## src/rtl/protocol_pkg.sv

```systemverilog
// Shared constants for the sensor request/response byte protocol.
package protocol_pkg;

  localparam logic [7:0] SYNC_BYTE   = 8'hFF;
  localparam logic [7:0] FOOTER_BYTE = 8'h7F;

  localparam logic [7:0] RESP_OK  = 8'h00;
  localparam logic [7:0] RESP_ERR = 8'hFE;

  // 3-bit state codes, common to the request receiver and response transmitter
  localparam logic [2:0] ST_IDLE   = 3'd0;
  localparam logic [2:0] ST_SYNC   = 3'd1;
  localparam logic [2:0] ST_HEADER = 3'd2;
  localparam logic [2:0] ST_ADDR   = 3'd3;
  localparam logic [2:0] ST_DATA   = 3'd4;
  localparam logic [2:0] ST_CHK    = 3'd5;
  localparam logic [2:0] ST_FOOTER = 3'd6;

  typedef enum logic [2:0] {
    S_IDLE   = ST_IDLE,
    S_SYNC   = ST_SYNC,
    S_HEADER = ST_HEADER,
    S_ADDR   = ST_ADDR,
    S_DATA   = ST_DATA,
    S_CHK    = ST_CHK,
    S_FOOTER = ST_FOOTER
  } state_e;

endpackage

```

## src/rtl/protocol_resp_chk.sv

```systemverilog
// Running XOR accumulator for the response checksum byte.
module protocol_resp_chk (
  input  logic       clk,
  input  logic       reset,
  input  logic       clr_i,
  input  logic       en_i,
  input  logic [7:0] byte_i,
  output logic [7:0] sum_o
);

  logic [7:0] acc_q;

  // Clear at packet start, fold in each accepted byte
  always_ff @(posedge clk) begin
    if (!reset) begin
      acc_q <= 8'h00;
    end else if (clr_i) begin
      acc_q <= 8'h00;
    end else if (en_i) begin
      acc_q <= acc_q ^ byte_i;
    end
  end

  assign sum_o = acc_q;

endmodule

```

## src/rtl/protocol_resp.sv

```systemverilog
// Response-packet transmitter: latches a response on send and streams
// FF, header, address, data (MS byte first), [checksum], 7F over valid/ready.
// Optional checksum byte enabled by defining PROTOCOL_RESP_CHECKSUM_EN.
module protocol_resp
  import protocol_pkg::*;
#(
  parameter int unsigned DATA_BYTES = 2
) (
  input  logic                    clk,
  input  logic                    reset,
  input  logic                    send,
  input  logic [7:0]              resp_code,
  input  logic [7:0]              sensor_addr,
  input  logic [8*DATA_BYTES-1:0] data,
  output logic [7:0]              out,
  output logic                    out_valid,
  input  logic                    out_ready,
  output logic                    busy,
  output logic                    done
);

  localparam int unsigned DW       = 8 * DATA_BYTES;
  localparam logic [2:0]  IDX_LAST = 3'(DATA_BYTES - 1);

  state_e          state_q;
  logic [7:0]      code_q;
  logic [7:0]      addr_q;
  logic [DW-1:0]   data_q;
  logic [2:0]      idx_q;
  logic [7:0]      out_q;
  logic            valid_q;
  logic            busy_q;
  logic            done_q;

  logic            xfer_c;
  logic [2:0]      idx_d;
  logic [2:0]      sel_idx_d;
  logic [63:0]     data_ext_d;
  logic [7:0]      data_byte_d;

  // Byte accepted downstream this cycle
  assign xfer_c = valid_q & out_ready;

  // Next payload byte: first (MS) byte when leaving ADDR, else one index lower
  assign idx_d       = idx_q - 3'd1;
  assign sel_idx_d   = (state_q == S_ADDR) ? IDX_LAST : idx_d;
  assign data_ext_d  = 64'(data_q);
  assign data_byte_d = data_ext_d[{sel_idx_d, 3'b000} +: 8];

`ifdef PROTOCOL_RESP_CHECKSUM_EN
  logic       chk_clr;
  logic       chk_en;
  logic [7:0] chk_sum;

  // Accumulate header, address and data bytes as they are accepted
  assign chk_clr = (state_q == S_IDLE) && send;
  assign chk_en  = xfer_c && ((state_q == S_HEADER) || (state_q == S_ADDR) ||
                              (state_q == S_DATA));

  protocol_resp_chk u_chk (
    .clk    (clk),
    .reset  (reset),
    .clr_i  (chk_clr),
    .en_i   (chk_en),
    .byte_i (out_q),
    .sum_o  (chk_sum)
  );
`endif

  // Packet sequencer; out/out_valid/busy/done are loaded for the state being entered
  always_ff @(posedge clk) begin
    if (!reset) begin
      state_q <= S_IDLE;
      code_q  <= 8'h00;
      addr_q  <= 8'h00;
      data_q  <= '0;
      idx_q   <= 3'd0;
      out_q   <= 8'h00;
      valid_q <= 1'b0;
      busy_q  <= 1'b0;
      done_q  <= 1'b0;
    end else begin
      done_q <= 1'b0;
      case (state_q)
        S_IDLE: begin
          if (send) begin
            code_q  <= resp_code;
            addr_q  <= sensor_addr;
            data_q  <= data;
            state_q <= S_SYNC;
            out_q   <= SYNC_BYTE;
            valid_q <= 1'b1;
            busy_q  <= 1'b1;
          end
        end
        S_SYNC: begin
          if (xfer_c) begin
            state_q <= S_HEADER;
            out_q   <= code_q;
          end
        end
        S_HEADER: begin
          if (xfer_c) begin
            state_q <= S_ADDR;
            out_q   <= addr_q;
          end
        end
        S_ADDR: begin
          if (xfer_c) begin
            state_q <= S_DATA;
            idx_q   <= IDX_LAST;
            out_q   <= data_byte_d;
          end
        end
        S_DATA: begin
          if (xfer_c) begin
            if (idx_q == 3'd0) begin
`ifdef PROTOCOL_RESP_CHECKSUM_EN
              state_q <= S_CHK;
              out_q   <= chk_sum ^ out_q;
`else
              state_q <= S_FOOTER;
              out_q   <= FOOTER_BYTE;
`endif
            end else begin
              idx_q <= idx_d;
              out_q <= data_byte_d;
            end
          end
        end
`ifdef PROTOCOL_RESP_CHECKSUM_EN
        S_CHK: begin
          if (xfer_c) begin
            state_q <= S_FOOTER;
            out_q   <= FOOTER_BYTE;
          end
        end
`endif
        S_FOOTER: begin
          if (xfer_c) begin
            state_q <= S_IDLE;
            out_q   <= 8'h00;
            valid_q <= 1'b0;
            busy_q  <= 1'b0;
            done_q  <= 1'b1;
          end
        end
        default: begin
          state_q <= S_IDLE;
          out_q   <= 8'h00;
          valid_q <= 1'b0;
          busy_q  <= 1'b0;
        end
      endcase
    end
  end

  assign out       = out_q;
  assign out_valid = valid_q;
  assign busy      = busy_q;
  assign done      = done_q;

endmodule

```

## config.mk

```make
export PLATFORM = sky130hd
export DESIGN_NAME = protocol_resp
export DESIGN_NICKNAME = d
export VERILOG_FILES = /design/src/rtl/protocol_pkg.sv /design/src/rtl/protocol_resp_chk.sv /design/src/rtl/protocol_resp.sv
export SDC_FILE = /design/constraint.sdc
export NUM_CORES = 1
export LEC_CHECK = 0
export BUFFER_PORTS_ARGS = -buffer_cell sky130_fd_sc_hd__buf_4
export CAP_MARGIN = 20
export CORE_MARGIN = 2
export CORE_UTILIZATION = 50
export CTS_CLUSTER_SIZE = 20
export DETAILED_ROUTE_END_ITERATION = 10
export PLACE_DENSITY = 0.73
export SLEW_MARGIN = 5
export SYNTH_ARGS = -nofsm -noshare
export SYNTH_HDL_FRONTEND = slang
export SYNTH_SLANG_ARGS = --single-unit
```

## constraint.sdc

```tcl
create_clock -name clk -period 4.4 [get_ports clk]
set_input_delay 0 -clock clk [delete_from_list [all_inputs] [get_ports clk]]
set_output_delay 0 -clock clk [all_outputs]
set_load 0.03 [all_outputs]
```

==> metrics.yaml <==
place.gp.congestion: 0.847
r2r_start: "state_q[1]"
placementRows: 25
cp_data_required_time_ns: 4.57
path_class: "flop to flop"
initialDrtViolationCount: 160
grt_use_total_pct: 22.9
overflow: 0
final_cell_count_no_fill: 431
clk_pin_slew_worst_paths_ns: 0.08
cp_max_fo: 32
cts_sinks: 48
start_util_pct: 52.0
slew_violations: 0
firstDrtPassIters: 4
cts_tree: "built"
die_h_um: 74.1
worst_pin_slew_ns: 1.04
vias: 2290
synth_cells: 304
coreArea_mm2: 0.00472
fin_hold_ws_ns: 0.0263
first_global_vias: 2098
syn_area_mm2: 0.00246
ys_ff_latch: 48
hold_class: "input port to flop"
rsz0062_at_grt: "no"
yosysTopAreaCellShare_pct: 39.1
rrSetupSlack_ns: 2.05
synth_nets: 342
yosysWarnings: 0
hold_violations: 0
nets: 403
timing.final.crit_share_pct: 53.3
num_antenna_cells: 0
drive_above_1_share_pct: 16.8
post-route-min-period_ns: 2.35
portBuffers: 46
fillCellCount: 392
die_width_um: 74.1
final_antenna_net_count: 0
cts-root-buf: "clkbuf_8"
synth-seq-area-share_pct: 39.1
worstSetupEndpointType: "flop"
synth_cell_types: 48
dieArea_mm2: 0.00549
synth_flop_cell: "dfxtp_1"
dpl_cell_area_mm2: 0.00278
max_freq_mhz: 426
setup.worst_path.start_class: "flop"
crit_start: "state_q[1]"
design_area_mm2: 0.00321
grt_max_degree: 44
ir_worst_vdd_mv: 0.195
h-tree-depth: 2
via_per_inst: 5.31
status: "finished, final reports clean"
clockBufferDepth: 2
timing.max_cap.violations: 0
synthArstFlopShare_pct: 0
wl_per_cell_um: 13.5
multi_input_area_mm2: 0.00133
synth_common_cells: "77 x nand2_1, 48 x dfxtp_1, 29 x a21boi_0, 14 x clkbuf_1, 10 x inv_1"
syn_area_per_cell_um2: 8.08
fin_total_pwr_mw: 0.987
antenna_found_initial: 0
cp.arrival_ns: 2.52
synth.most_common_cell: "nand2_1"
p_per_area_mw_per_mm2: 308
worstSkewPairLatency_ns: 0.29
synth_edf_count: 0
synth_top_area_cell: "dfxtp_1"
post_cts_buffers: 0
grt_pass1_wl_um: 9780
num_io_pins: 47
r2r_end: "out[4]"
area_growth_pct: 30.6
drc: 0
slew_headroom_pct: 30.5
fin_setup_tns_ns: 0
ys_top_cells_by_area: "dfxtp_1 39%, nand2_1 12%, a21boi_0 8.9%"
totalWireLength_um: 5800
place_inst: 392
endpoint: "out[4]"
skew_ns: 0.00481
hpwl_um: 3710
reg2regPathDepth: 4
seq_area_um2: 961
setup_viol: 0
leakagePower_nw: 1.24
numCtsBuffers: 5
power by group:
part           total [mW]  leakage (nW)  internal, mW  switching [mW]
clock               0.299        0.0501         0.163           0.136
sequential          0.489         0.394         0.465          0.0243
combinational       0.198         0.791        0.0966           0.102
worst min path at each step:
stage                     cells past startpoint  slack, ns        end          from
after detailed placement                      3       0.27  code_q[4]  resp_code[4]
after CTS                                     3       0.03  data_q[7]       data[7]
after global placement                        3       0.25  code_q[4]  resp_code[4]
final                                         3       0.03  data_q[7]       data[7]
after floorplan                               2       0.13  code_q[0]  resp_code[0]
after global routing                          3       0.03  data_q[7]       data[7]
state kept, by name, indices dropped and copies added, names as in the netlist:
| register | cells |
|---|---|
| done | 1 |
| out | 8 |
| data_q | 16 |
| idx_q | 3 |
| code_q | 8 |
| addr_q | 8 |
| state_q | 3 |
| busy | 1 |
worst max-delay path, cell delays in order, from the launching register on:
cell       delay [ns]
dfxtp_1          1.01
and3b_1          0.52
o211ai_1         0.16
a221oi_1         0.40
o2bb2ai_1        0.12
metal layers:
metal  wire length, um  track usage [%]  vias to the layer above
met1              2760             30.2                     1059
li1                  -                -                     1179
met3               182             4.88                       12
met5                 0                0                        -
met4               114             7.68                        0
met2              2740             37.5                       40
area by class of cell:
cell class / count / area share (%)
Multi-Input combinational cell: 219 / 41.4
Timing Repair Buffer: 81 / 21.8
Clock buffer: 5 / 2.15
Tap cell: 67 / 2.61
Sequential cell: 48 / 30.0
Inverter: 10 / 1.17
Clock inverter: 1 / 0.936
cells by family (layout without fill, tap and decap cells):
family | count (synthesis) | after routing | share of synthesized area, %
AND/OR/NAND/NOR | 126 | 126 | 25.1
AO/OA/AOI/OAI | 88 | 88 | 26.7
flip-flops | 48 | 48 | 39.1
buffers and inverters | 37 | 97 | 6.87
adder cells (fa/ha/maj) | 3 | 3 | 1.43
XOR/XNOR | 1 | 1 | 0.356
multiplexers | 1 | 1 | 0.407
cells in the final DEF, fill, tap and decap left out, types with 2 or more instances in the layout:
master / n
nand2b_1: 8
a21boi_0: 29
nand4_1: 2
a21boi_1: 5
o21ai_0: 5
a221oi_1: 7
nor2b_1: 8
buf_4: 47
dfxtp_1: 48
ha_1: 2
o211ai_1: 8
o2bb2ai_1: 9
clkbuf_8: 5
a21oi_1: 6
nor3_1: 4
dlygate4sd3_1: 32
inv_1: 10
and3_1: 2
o211a_1: 2
nand2_1: 77
o22ai_1: 7
nand4b_1: 7
a21o_1: 2
nor2_1: 6
timing repair:
item,in CTS,in global routing
resized for setup,0,0
hold buffers,32,0
hold endpoints to repair,32,0
per-stage QoR:
stage / utilization [%] / setup WS [ns]
floorplan: - / 2.51
global placement: 58.5 / 1.99
detailed placement: 58.8 / 2.06
CTS: 67.7 / 1.93
global route: 67.9 / 1.86
finish: 67.9 / 2.05
Note: power is estimated with default switching activity, not from simulation.
